==> config.mk <==
export PLATFORM = sky130hd
export DESIGN_NAME = fetch_sequencer
export DESIGN_NICKNAME = d
export VERILOG_FILES = /design/src/rtl/fetch_sequencer.sv
export SDC_FILE = /design/constraint.sdc
export NUM_CORES = 1
export LEC_CHECK = 0
export ABC_AREA = 0
export BUFFER_PORTS_ARGS = -buffer_cell sky130_fd_sc_hd__buf_2
export CAP_MARGIN = 20
export CORE_ASPECT_RATIO = 0.75
export CORE_UTILIZATION = 45
export DETAILED_ROUTE_END_ITERATION = 6
export PLACE_DENSITY_LB_ADDON = 0.12
export SKIP_LAST_GASP = 1
export SYNTH_ARGS = -nofsm -noshare
export SYNTH_HDL_FRONTEND = slang
export SYNTH_SLANG_ARGS = --single-unit
export TNS_END_PERCENT = 30
==> constraint.sdc <==
create_clock -name CLK -period 3.4 [get_ports CLK]
set_input_delay 0.34 -clock CLK [delete_from_list [all_inputs] [get_ports CLK]]
set_output_delay 0.34 -clock CLK [all_outputs]
set_load 0.05 [all_outputs]
==> src/rtl/fetch_sequencer.sv <==
`default_nettype none
// ============================================================================
//  Module   : fetch_sequencer
//  Purpose  : Fetch-PC control FSM. Handles start-up, stall/branch arbitration,
//             post-branch squash, halt/restart, and the run-cycle counter.
//  Revision : 1.0  initial release
// ============================================================================
module fetch_sequencer #(
  parameter int INIT_CYCLES  = 2,
  parameter int FLUSH_CYCLES = 1,
  parameter int CNT_W        = 16
) (
  input  logic             CLK,
  input  logic             Init_n,
  input  logic             start,
  input  logic             halt_req,
  input  logic             mem_stall,
  input  logic             hazard,
  input  logic             br_taken,
  input  logic [2:0]       br_target,
  output logic             pc_init,
  output logic             pc_stall,
  output logic             pc_branch,
  output logic [2:0]       pc_target,
  output logic             pc_done,
  output logic             flush,
  output logic             busy,
  output logic [CNT_W-1:0] cycle_cnt
);

  localparam int c_INIT_W  = (INIT_CYCLES  > 1) ? $clog2(INIT_CYCLES)  : 1;
  localparam int c_FLUSH_W = (FLUSH_CYCLES > 1) ? $clog2(FLUSH_CYCLES) : 1;
  localparam logic [c_INIT_W-1:0]  c_INIT_LOAD  = c_INIT_W'(INIT_CYCLES - 1);
  localparam logic [c_FLUSH_W-1:0] c_FLUSH_LOAD =
    c_FLUSH_W'((FLUSH_CYCLES > 0) ? (FLUSH_CYCLES - 1) : 0);

  typedef enum logic [2:0] {
    S_IDLE  = 3'd0,
    S_INIT  = 3'd1,
    S_RUN   = 3'd2,
    S_FLUSH = 3'd3,
    S_HALT  = 3'd4
  } state_t;

  state_t               r_state,     w_state_nxt;
  logic [c_INIT_W-1:0]  r_init_cnt,  w_init_nxt;
  logic [c_FLUSH_W-1:0] r_flush_cnt, w_flush_nxt;
  logic [CNT_W-1:0]     r_cycle_cnt, w_cnt_nxt;
  logic                 w_stall_src;
  logic                 w_active;

  assign w_stall_src = mem_stall | hazard;
  assign w_active    = (r_state == S_RUN) || (r_state == S_FLUSH);

  assign pc_init   = (r_state == S_IDLE) || (r_state == S_INIT);
  assign pc_done   = (r_state == S_HALT);
  assign busy      = (r_state == S_INIT) || w_active;
  assign cycle_cnt = r_cycle_cnt;

  always_ff @(posedge CLK or negedge Init_n) begin
    if (!Init_n) begin
      r_state     <= S_IDLE;
      r_init_cnt  <= '0;
      r_flush_cnt <= '0;
      r_cycle_cnt <= '0;
    end else begin
      r_state     <= w_state_nxt;
      r_init_cnt  <= w_init_nxt;
      r_flush_cnt <= w_flush_nxt;
      r_cycle_cnt <= w_cnt_nxt;
    end
  end

  always_comb begin
    w_state_nxt = r_state;
    w_init_nxt  = r_init_cnt;
    w_flush_nxt = r_flush_cnt;
    w_cnt_nxt   = r_cycle_cnt;
    pc_stall    = 1'b0;
    pc_branch   = 1'b0;
    pc_target   = 3'd0;
    flush       = 1'b0;

    case (r_state)
      S_IDLE, S_HALT: begin
        if (start) begin
          w_state_nxt = S_INIT;
          w_init_nxt  = c_INIT_LOAD;
          w_cnt_nxt   = '0;
        end
      end
      S_INIT: begin
        if (r_init_cnt == '0) w_state_nxt = S_RUN;
        else                  w_init_nxt  = r_init_cnt - c_INIT_W'(1);
      end
      S_RUN: begin
        if (halt_req) begin
          pc_stall    = 1'b1;
          w_state_nxt = S_HALT;
        end else if (w_stall_src) begin
          // A branch resolved during a stall is dropped; its source re-presents it.
          pc_stall = 1'b1;
        end else if (br_taken) begin
          pc_branch = 1'b1;
          pc_target = br_target;
          if (FLUSH_CYCLES > 0) begin
            w_state_nxt = S_FLUSH;
            w_flush_nxt = c_FLUSH_LOAD;
          end
        end
      end
      S_FLUSH: begin
        flush = 1'b1;
        if (halt_req) begin
          pc_stall    = 1'b1;
          w_state_nxt = S_HALT;
        end else if (w_stall_src) begin
          pc_stall = 1'b1;
        end else if (r_flush_cnt == '0) begin
          w_state_nxt = S_RUN;
        end else begin
          w_flush_nxt = r_flush_cnt - c_FLUSH_W'(1);
        end
      end
      default: w_state_nxt = S_IDLE;
    endcase

    // Counts only productive run cycles and sticks at all-ones.
    if (w_active && !pc_stall && (r_cycle_cnt != '1))
      w_cnt_nxt = r_cycle_cnt + CNT_W'(1);
  end

endmodule
`default_nettype wire

==> impl.org, run 1 <==
** Outcome
- The run finished with clean final reports.

** Finish
- Antenna diode instance count :: 0
- Final #Nets :: 183
- Count of filler cells inserted in the layout :: around 260
- Area growth from synthesis to layout :: 16.1%
- Post-route cell area :: 1510 µm²
- Excluding fillers, the count of instances in the completed layout stands at 206.
- Layout cells sized above 1 :: 26.5%

** Synth
- Biggest area consumer among synthesized cells :: dfrtp_1
- Number of enable-type register cells in the synthesized netlist :: 0
- Post-Syn Instances :: 139
- Share of synthesized area occupied by flip-flops and latches :: 38.5%
- Counting every net in the synthesized netlist gives 150.
- Warning count from the yosys run :: 0
- Cell Area, Synth :: 1300 µm²
- Post-synthesis average cell area :: between 9 and 10 µm²
- Most frequent cell after synthesis :: dfrtp_1
- Asr flop ratio synth :: 100%
- Flip-flop cell with the highest count after synthesis :: dfrtp_1
- Synthesis inferred 20 register bits.
- Yosys attributes the largest share of cell area to dfrtp_1 (39%), a221o_1 (6.9%), and2_1 (4.8%), nor4_1 (4.3%), and4_1 (4.0%).
- Top cells by count, synth :: dfrtp_1 (20), and2_1 (10), nand2_1 (10)
- Summed over its instances, the top area cell type makes up around 39% of the synthesized netlist area.
- The synthesized netlist contains 41 unique library cells.

** Pwr
- IR analysis of the VDD net gives a maximum drop of 0.272 mV.
- The share of total power dissipated in the clock network is about a fifth.
- Of the total power, the share spent switching nets is 45.1%.
- Net switching power figure :: 347 µW
- Of the total power, registers draw approximately two fifths.
- Dividing total power by cell area gives a power density of 511 nW/µm².
- In this run the static leakage power is 0.749 nW.
- Internal portion of total power :: 423 µW
- In this run, the combinational gates consume 39.7% of the power.
- The design draws between 700 and 800 µW.

** Clock tree
- For the worst-skew pair, the clock arrives at the later sink with an insertion delay of 0.26 ns.
- Clock Sink Count :: 20
- Number of buffers inserted during clock tree synthesis :: 3
- Clock slew at the register clock pins of the worst setup and hold paths :: ~0.070 ns
- Post-cts gate resize count :: 0
- Root buffer cell :: clkbuf_8
- The number of setup buffers added after CTS is 0.
- H-Tree Level Count :: 1
- TritonCTS clock tree :: built
- Largest buffer count on any clock path :: 2
- For this design, the CTS-stage hold fixing added 0 buffers.

** Worst setup path
- The worst setup path is launched from a register.
- Along the worst path, the maximum fanout reaches 13.
- Data required time of the critical path :: roughly 3.6 ns
- Worst path buffer plus inverter count :: 0
- CP Data Arrival Time :: 2.74 ns
- On the critical path, the stage with the largest delay is an instance of a21boi_1.
- Category of the most critical setup path :: register to register
- In this design, the stage delay of the slowest critical-path cell is around 0.92 ns.
- Critical path cell sequence :: ha_1 > and4_1 > nand4_1 > a21boi_1 > mux2_2
- On the critical path the largest part of the delay comes from compound AO/OA/AOI/OAI gates.
- Category of the worst setup path capture point :: register

** Detailed routing
- Detailed-route via count :: approximately 1,300
- In the final routed layout, each cell accounts on average for 17.1 µm.
- Before antenna repair, the detailed router went through 4 iterations.
- Detailed-route wire length :: 3510 µm
- After detailed routing, the number of vias per cell comes to roughly 6.5.
- The first routing iteration left 100 violations.
- In this run the remaining antenna-violating nets after routing total 0.
- After detailed routing, the number of remaining DRC violations is 0.

** Die
- Area of the placeable core :: 2680 µm²
- Initial standard-cell utilization of the core :: 48.4%
- The die covers slightly above 3000 µm².
- Number of rows created at floorplan :: 16
- In this run the count of I/O pins placed on the die edge is 35.
- The floorplan step set the die height to roughly 49 µm.
- Die Wd :: 64.0 µm

** STA
- Timing-limited maximum frequency :: 393 MHz
- Worst-Margin Slew :: 1.09 ns
- The worst path in the final design needs a cycle of 2.54 ns, including I/O delays and setup.
- The count of final hold-check violations came to 0.
- Setup repair after global routing left no endpoint under its margin.
- After layout, the worst path uses 74.8% of the clock period.
- On the final layout, the worst clock skew is 0.00638 ns.
- Max transition margin :: 27.3%
- Sum of negative setup slack :: 0 ns
- Setup violations remaining at the end of the flow were counted as 0.
- Post-route setup slack :: 0.856 ns
- The count of final max-slew check failures came to 0.

** Hold path
- In this run the worst hold path is classified as primary input to asynchronous set/reset pin.

** Placed design
- Port buffering added 34 buffers.
- Before CTS, the worst setup slack after placement is 0.939 ns.
- Routability congestion estimate :: roughly 0.94
- Dpl hpwl :: 2500 µm
- Placed Area :: 1470 µm²
- Post-Place Cells :: 203

** Global routing
- The number of antenna violations at the first check in global routing is 0.
- Wire length of the first global-routing pass :: 5720 µm
- The via count of the first global-routing pass came to between 1,000 and 1,500.
- Global-route usage over all layers :: between 20 and 25%
- The total overflow left after global routing is 0.
- Entering global routing, the biggest net connects 21 pins.

** Run
- Across the run, the number of max-cap violations was 0.
## cells by family after synthesis
| kind of cell | share of synthesized area [%] |
|---|---|
| AND/OR/NAND/NOR | 33.8 |
| multiplexers | 0.867 |
| adder cells (fa/ha/maj) | 0.963 |
| AO/OA/AOI/OAI | 20.4 |
| flip-flops | 38.5 |
| buffers and inverters | 5.39 |
## sequential cells by signal (all words and copies together) (netlist names)
name / cells
cycle_cnt: 16
r_state: 3
r_init_cnt: 1
## final timing paths
path | start | to | slack, ns | depth (start not counted)
setup / recovery | cycle_cnt[0] | cycle_cnt[0] | 0.86 | 5
hold / removal | Init_n | cycle_cnt[6] | 0.02 | 1
setup reg to reg | cycle_cnt[0] | cycle_cnt[0] | 0.86 | 5
hold reg to reg | r_state[0] | r_init_cnt | 0.54 | 1
max in group asynchronous | Init_n | cycle_cnt[7] | 3.07 | 1
min in group CLK | start | r_init_cnt | 0.43 | 3
## stage by stage
stage	hold WS [ns]	utilization, %
6_report	0.0165	56.2
5_1_grt	0.0542	56.2
4_1_cts	0.0333	56.2
3_5_place_dp	0.317	54.7
3_3_place_gp	0.310	54.7
2_1_floorplan	0.0444	-
## power groups by stage
stage | logic (mW) | clock network, mW | registers [mW]
2_1_floorplan | 0.228 | 0 | 0.316
3_3_place_gp | 0.303 | 0 | 0.307
3_5_place_dp | 0.308 | 0 | 0.309
4_1_cts | 0.307 | 0.160 | 0.306
5_1_grt | 0.330 | 0.172 | 0.312
6_report | 0.306 | 0.157 | 0.307
## final cells by class
cell class	instances	area, µm²	share of cell area (%)
multi-input cells	108	728	48.3
flip-flops and latches	20	500	33.2
repair buffers	35	178	11.8
well taps	36	45.0	2.99
clock buffers	3	41.3	2.74
inverters	4	15.0	0.996
## worst register-to-register path, stage by stage, from the launching register on
cell and delay, ns:
dfrtp_1 0.44, ha_1 0.26, and4_1 0.31, nand4_1 0.23
a21boi_1 0.92, mux2_2 0.32
## placed cells by master, fill, tap and decap left out, types with 4 or more instances in the layout
cell | netlist | layout
a221o_1 | 9 | 9
and2_1 | 10 | 10
nor2_1 | 9 | 9
and4_1 | 6 | 6
buf_2 | 1 | 34
nand3_1 | 5 | 5
dfrtp_1 | 20 | 20
nand2_1 | 10 | 10
o21ai_0 | 7 | 7
inv_1 | 4 | 4
nand4_1 | 5 | 5
nor4_1 | 9 | 9
a211o_1 | 4 | 4
## layer usage
layer	track usage (%)	routed length [µm]	vias to the layer above
li1	-	-	614
met1	36.1	1610	644
met2	34.6	1540	66
met3	5.90	339	6
met4	5.30	23	0
met5	0	0	-
Note: power is estimated with default switching activity, not from simulation.
==> run 2, diff against run 1 <==
==> constraint.sdc (replaced) <==
create_clock -name CLK -period 2.4 [get_ports CLK]
set_input_delay 0.24 -clock CLK [delete_from_list [all_inputs] [get_ports CLK]]
set_output_delay 0.24 -clock CLK [all_outputs]
set_load 0.05 [all_outputs]
==> run 2 against run 1 <==
Compared with the run above:
- critical path depth unchanged
- non-clock buffer count increased by 5
- die area unchanged
- cell count increased by 2.4%
- clock power increased by 38%
- core utilization increased by 1.5 points
- hold slack improved by 0.30 ns
- clock skew increased by 0.0017 ns
- global-route usage increased by 0.51 points
- combinational power increased by 46%
- sequential share of layout area decreased by 0.86 points
- largest cell class unchanged
- largest power group is now combinational cells
- highest routed layer unchanged
==> impl.org, run 2 (synthesis gave the netlist of run 1 again) <==
** Outcome
- The run finished with clean final reports.

** Finish
- Antenna diode instance count :: 0 (unchanged)
- The post-route standard cell area excluding fillers was 1550 µm² (+2.7%).
- Area growth from synthesis to layout :: 19.2%
- The library cell used most frequently in the layout, excluding fill and tap cells, is buf_2.
- Layout cells sized above 1 :: 28.0% (+1.5 points)
- The flip-flop and latch area was 500 µm² (unchanged).
- The area of the multi-input gates is 728 µm² (unchanged).
- Leaving out fill and tap cells, the most frequent cells in the layout are buf_2 (34), dfrtp_1 (20), and2_1 (10), nand2_1 (10).
- Flip-flop count of the largest register, all copies and words added :: 16 (unchanged)
- Final #Nets :: 188 (+2.7%)
- Count of filler cells inserted in the layout :: 257 (-2.7%)

** Hold path
- The tightest min-delay check is of the primary input to register type.

** STA
- Sum of negative setup slack :: 0 ns (unchanged)
- Number of max-slew violations in the final report :: 0 (unchanged)
- Time the worst path needs with I/O delays and setup :: between 2 and 2.5 ns
- Worst-case clock skew :: 0.00810 ns (+0.00172 ns)
- Final hold violations :: 0 (unchanged)
- Static timing analysis puts the maximum clock frequency at 474 MHz.
- The slew at the pin closest to its max-slew limit is 0.457 ns (-0.632 ns).
- The remaining max-slew budget at the tightest pin was 69.5% (+42 points).
- Dividing the final minimum period by the clock period gives 87.9%.
- Number of endpoints failing setup at the final stage :: 0 (unchanged)
- Setup repair after global routing left no endpoint under its margin.

** Pwr
- Peak VDD IR :: 0.434 mV (+59%)
- The cell area power density came to 710 nW/µm² (+39%).
- The leakage power summed over all cells was 0.773 nW (+3.2%).

** Detailed routing
- Detailed-route wire length :: 3500 µm (-0.37%)
- First-pass detailed-route iteration total :: 4 (unchanged)
- The antenna violation net count after detailed routing was 0 (unchanged).
- The total number of vias was 1,289 (-3.1%).
- Vias per inst :: 6.11 (-5.4%)
- Drt first-iter violations :: 61 (-39%)
- Wire length per cell :: 16.6 µm (-2.7%)
- The total DRC errors in the routed layout came to 0 (unchanged).

** Clock tree
- Number of setup buffers added after CTS :: 0 (unchanged)
- The largest buffer count on any clock path came to 2 (unchanged).
- TritonCTS clock tree :: built
- Source-to-sink clock delay at the later pin of the worst-skew pair :: 0.26 ns (about the same)
- Number of buffers inserted during clock tree synthesis :: 3 (unchanged)
- Clock slew at the register clock pins of the worst setup and hold paths :: 0.07 ns (about the same)
- Clock Sink Count :: 20 (unchanged)
- The cell sitting at the root of the clock tree is a clkbuf_8.
- The number of levels in the clock H-tree is 1 (unchanged).

** Global routing
- The met2 layer usage reported by global route was 39.9% (+5.3 points).
- Antenna violations before repair :: 0 (unchanged)
- Global-route usage over all layers :: 24.6% (+0.51 points)
- Number of global-route vias before repair :: 1,200 (+6.4%)
- met2 is the most crowded layer.
- Routing usage on met1 :: 33.1% (-3.0 points)
- Congestion Overflow GR :: 0 (unchanged)
- Routing usage on met3 :: 6.37% (+0.47 points)
- The global-route wire length before repair came to 5890 µm (+2.9%).
- Maximum number of pins on one net before global-route repair :: 21 (unchanged)

** Die
- The core region area is 2680 µm² (unchanged).
- The die extent in x is 64.0 µm (unchanged).
- The number of placed I/O pins was 35 (unchanged).
- The chip height came to 48.5 µm (unchanged).
- The number of core rows is 16 (unchanged).
- The area enclosed by the die boundary was 3110 µm² (unchanged).
- Initial standard-cell utilization of the core :: 48.4% (unchanged)

** Worst setup path
- R2R Setup Slk :: 0.38 ns (-0.48 ns)
- In this design, the largest share of critical-path delay is due to simple AND/OR/NAND/NOR gates.
- Worst path buffer plus inverter count :: 1 (+1)
- CP Data Arrival Time :: 1.87 ns (-0.87 ns)
- The delay contributed by the slowest stage of the critical path is 0.48 ns (-0.44 ns).
- Data required time of the critical path :: 2.16 ns (-1.44 ns)
- Worst setup SP type :: register
- The critical path in this run is classified as register to output pin.
- Walking the worst path, the cells encountered are nand2b_1 > nor4_2 > and3_1 > and2_1 > buf_2.
- Largest fanout of any net on the critical path :: 9 (-4)
- Category of the worst setup path capture point :: output pin
- The slowest stage of the critical path is the dfrtp_1 cell.

** Placed design
- The weighted congestion at the end of routability-driven global placement is 0.922 (-1.8%).
- Number of buffers inserted by port buffering :: 34 (unchanged)
- The area of placed instances was 1500 µm² (+2.0%).
- Dpl hpwl :: 2590 µm (+3.8%)

** Run
- The total of max-cap violations was 0 (unchanged).
## run 2: worst min-delay path: cells and delay by family
| family | cells | cell delay [ns] |
|---|---|---|
| simple gates | 1 | 0.10 |
| buf+inv | 1 | 0.11 |
| compound gates | 1 | 0.07 |
## run 2: metrics by stage
stage / power [mW] / util, % / worst slack, ns / instances / hold slack [ns]
2_1_floorplan: 0.769 / - / 0.0566 / 139 / -0.0556
3_3_place_gp: 0.869 / 55.8 / 0.548 / 207 / 0.210
3_5_place_dp: 0.886 / 55.8 / 0.435 / 207 / 0.217
4_1_cts: 1.11 / 57.7 / 0.300 / 211 / 0.307
5_1_grt: 1.17 / 57.7 / 0.124 / 211 / 0.334
6_report: 1.10 / 57.7 / 0.291 / 211 / 0.314
## run 2: cell type report
| cell class | count | share of cell area, % |
|---|---|---|
| multi-input combinational | 108 | 47.0 |
| clock buffer | 3 | 2.67 |
| sequential | 20 | 32.3 |
| tap | 36 | 2.91 |
| inverter | 4 | 0.970 |
| timing repair buffer | 40 | 14.1 |
## run 2: repair_timing
action / in CTS / in global routing
hold buffers: 1 / 0
resized for setup: 0 / 0
hold endpoints to repair: 20 / 0
endpoints found under the setup margin: 0 / 0
## run 2: per-layer routing
layer,part of all wire (%),wire [µm]
met2,45,1580
met3,5.3,184
met1,49,1700
met4,1.0,36
met5,0,0
## run 2: worst paths after layout
check,end,cells past startpoint,start
worst max-delay path,pc_target[0],5,r_state[2]
worst min-delay path,r_state[2],3,start
worst max register to register,cycle_cnt[14],5,cycle_cnt[0]
worst min register to register,cycle_cnt[15],1,cycle_cnt[15]
max in group asynchronous,cycle_cnt[0],2,Init_n
min in group asynchronous,cycle_cnt[6],2,Init_n
## run 2: report_power, final
group	switching [mW]	leakage [nW]	total (mW)	internal (mW)
registers	0.0575	0.273	0.434	0.376
clock network	0.105	0.0216	0.217	0.112
logic	0.326	0.478	0.448	0.122
total	0.489	0.773	1.10	0.611
==> run 3, diff against run 2 <==
==> constraint.sdc (replaced) <==
create_clock -name CLK -period 2.4 [get_ports CLK]
set_input_delay 0.48 -clock CLK [delete_from_list [all_inputs] [get_ports CLK]]
set_output_delay 0.48 -clock CLK [all_outputs]
set_load 0.05 [all_outputs]
==> run 3 against run 2 <==
Compared with the run above:
- combinational power decreased by 1%
- sequential share of layout area decreased by 0.66 points
- count of clock-buffer cells in the layout unchanged
- clock power increased by 55%
- cell count unchanged
- die area unchanged
- final area increased by 2.3%
- maximum frequency decreased by 5.2%
- register-to-register slack improved by 0.03 ns
- power increased by 10%
- global-route usage decreased by 2.5 points
- largest power group unchanged
==> impl.org, run 3 (synthesis gave the netlist of run 1 again) <==
** Clock tree
- Clock Sink Count :: 20 (unchanged)
- Largest buffer count on any clock path :: 2 (unchanged)
- TritonCTS built the clock tree.
- The clock latency on the worst-skew pair is 0.26 ns (about the same).
- The number of levels in the clock H-tree was 1 (unchanged).
- The number of setup buffers added after CTS was 0 (unchanged).
- Number of buffers inserted during clock tree synthesis :: 3 (unchanged)
- Clock slew at the register clock pins of the worst setup and hold paths :: 0.08 ns (about the same)
- The cell sitting at the root of the clock tree is a clkbuf_8.

** Detailed routing
- First-pass detailed-route iteration total :: 4 (unchanged)
- Final routed DRC violation total :: 0 (unchanged)
- Vias per inst :: 6.21 (+1.6%)
- The total number of vias is 1,310 (+1.6%).
- The detailed-route wire length per cell came to 15.5 µm (-6.5%).
- The antenna violation net count after detailed routing was 0 (unchanged).
- Detailed-route wire length :: 3270 µm (-6.5%)
- Drt first-iter violations :: 61 (unchanged)

** Die
- Floorplan die height :: 48.5 µm (unchanged)
- Die Wd :: 64.0 µm (unchanged)
- The number of placed I/O pins is 35 (unchanged).
- Initial standard-cell utilization of the core :: 48.4% (unchanged)
- The number of core rows was 16 (unchanged).
- Area of the placeable core :: 2680 µm² (unchanged)
- The area enclosed by the die boundary was 3110 µm² (unchanged).

** Worst setup path
- Worst R2R Start :: cycle_cnt[0]
- Critical path cell sequence :: nand2b_2 > nor4_2 > and3_2 > and2_2 > clkbuf_4
- Cell class contributing the biggest share of worst-path delay :: simple AND/OR/NAND/NOR gates
- Beginning of the critical path :: r_state[2]
- Category of the most critical setup path :: register to output pin
- STA classifies the critical path startpoint as a register.
- The data arrival time at the worst-slack endpoint is 1.74 ns (-0.13 ns).
- The delay contributed by the slowest stage of the critical path was 0.46 ns (-0.02 ns).
- Data required time of the critical path :: 1.92 ns (-0.24 ns)
- The number of buffers and inverters on the critical path was 1 (unchanged).
- Category of the worst setup path capture point :: output pin
- The largest individual stage delay along the critical path comes from the cell dfrtp_2.
- The maximum fanout along the worst path is 9 (unchanged).

** STA
- The count of final max-slew check failures came to 0 (unchanged).
- Post-route setup slack :: 0.176 ns (-0.115 ns)
- Worst-Margin Slew :: 0.466 ns (+0.00951 ns)
- The ratio of final minimum period to clock period is 92.7% (+4.8 points).
- Sum of negative setup slack :: 0 ns (unchanged)
- The maximum clock rate came to 450 MHz (-5.2%).
- Worst-case clock skew :: 0.00477 ns (-0.00333 ns)
- Number of endpoints failing setup at the final stage :: 0 (unchanged)
- The count of final hold-check violations was 0 (unchanged).
- RSZ-0062 raised after global routing :: no
- Max transition margin :: 68.8% (-0.75 points)
- The post-layout minimum cycle time came to 2.22 ns (+0.115 ns).

** Global routing
- The global-route congestion overflow total was 0 (unchanged).
- The largest net degree at the start of global routing is 21 (unchanged).
- Number of global-route vias before repair :: 1,108 (-7.7%)
- The global-route wire length before repair is 5390 µm (-8.4%).
- Busiest layer in global routing :: met1
- The met2 layer usage reported by global route was 33.2% (-6.7 points).
- Antenna violations before repair :: 0 (unchanged)
- Routing usage on met1 :: 33.4% (+0.34 points)
- Global-route usage over all layers :: 22.1% (-2.5 points)
- Routing usage on met3 :: 5.42% (-0.94 points)

** Placed design
- Number of buffers inserted by port buffering :: 34 (unchanged)
- Dpl hpwl :: 2400 µm (-7.5%)
- Placement Setup Slack :: 0.372 ns (-0.0620 ns)
- Routability congestion estimate :: 0.861 (-6.6%)

** Finish
- Final #Nets :: 187 (-0.53%)
- Commonest non-fill, non-tap cell in the layout :: buf_2
- Area growth from synthesis to layout :: 22.0%
- Antenna diode instance count :: 0 (unchanged)
- Layout cells sized above 1 :: 32.0% (+4.0 points)
- In the layout the commonest cells are buf_2 (31), dfrtp_1 (19), nand2_1 (10).
- Flip-flop count of the largest register, all copies and words added :: 16 (unchanged)

** Pwr
- Static power due to leakage :: 0.781 nW (+1.1%)
- Peak VDD IR :: 0.428 mV (-1.3%)
- Power density over the cells :: 765 nW/µm² (+7.7%)

** Outcome
- The flow ran to the end, and the final reports show no timing, DRC or antenna violations.

** Hold path
- In this run the worst hold path is classified as primary input to asynchronous set/reset pin.

** Run
- Number of max-capacitance violations reported :: 0 (unchanged)
-- run 3: stage by stage --
| step | hold WS (ns) | total power, mW | std cells | cell area (µm²) | utilization, % |
|---|---|---|---|---|---|
| CTS | 0.170 | 1.22 | 211 | 1570 | 58.6 |
| detailed placement | 0.458 | 0.877 | 207 | 1500 | 56.0 |
| global route | 0.185 | 1.28 | 211 | 1580 | 59.0 |
| floorplan | 0.184 | 0.770 | 139 | 1300 | - |
| finish | 0.162 | 1.21 | 211 | 1580 | 59.0 |
| global placement | 0.449 | 0.867 | 207 | 1500 | 56.0 |
-- run 3: final cells by class --
cell class / count / area, µm²
multi-input cells: 108 / 736
clock buffers: 3 / 41.3
fillers: 255 / 1100
well taps: 36 / 45.0
inverters: 4 / 15.0
clock inverters: 1 / 30.0
repair buffers: 39 / 215
flip-flops and latches: 20 / 502
-- run 3: path summary, 6_finish.rpt --
check                                     end  slack (ns)  cells after the start
worst max-delay path             pc_target[2]        0.18                      5
worst min-delay path            cycle_cnt[11]        0.16                      1
worst max register to register  cycle_cnt[14]        0.41                      5
worst min register to register     r_state[1]        0.53                      1
max in group asynchronous          r_state[2]        1.90                      1
min in group CLK                   r_state[1]        0.53                      1
-- run 3: worst register-to-register path: cells and delay by family (launching register included) --
| family | cells | cell delay [ns] |
|---|---|---|
| flip-flops | 1 | 0.44 |
| AND/OR/NAND/NOR | 2 | 0.48 |
| adder cells (fa/ha/maj) | 1 | 0.26 |
| AO/OA/AOI/OAI | 2 | 0.69 |
-- run 3: what timing repair did --
action / CTS / global route
hold buffers: 0 / 0
setup endpoints to repair: 0 / 3
resized for setup: 0 / 5
hold endpoints to repair: 0 / 0
-- run 3: power by group --
group	internal, mW	switching (mW)
combinational	0.124	0.318
clock	0.223	0.113
sequential	0.377	0.0563
-- run 3: metal layers --
metal  vias to the layer above  part of all wire [%]
li1                        622                     -
met1                       634                    48
met2                        52                    45
met3                         2                   7.6
met4                         0                  0.24
met5                         -                     0
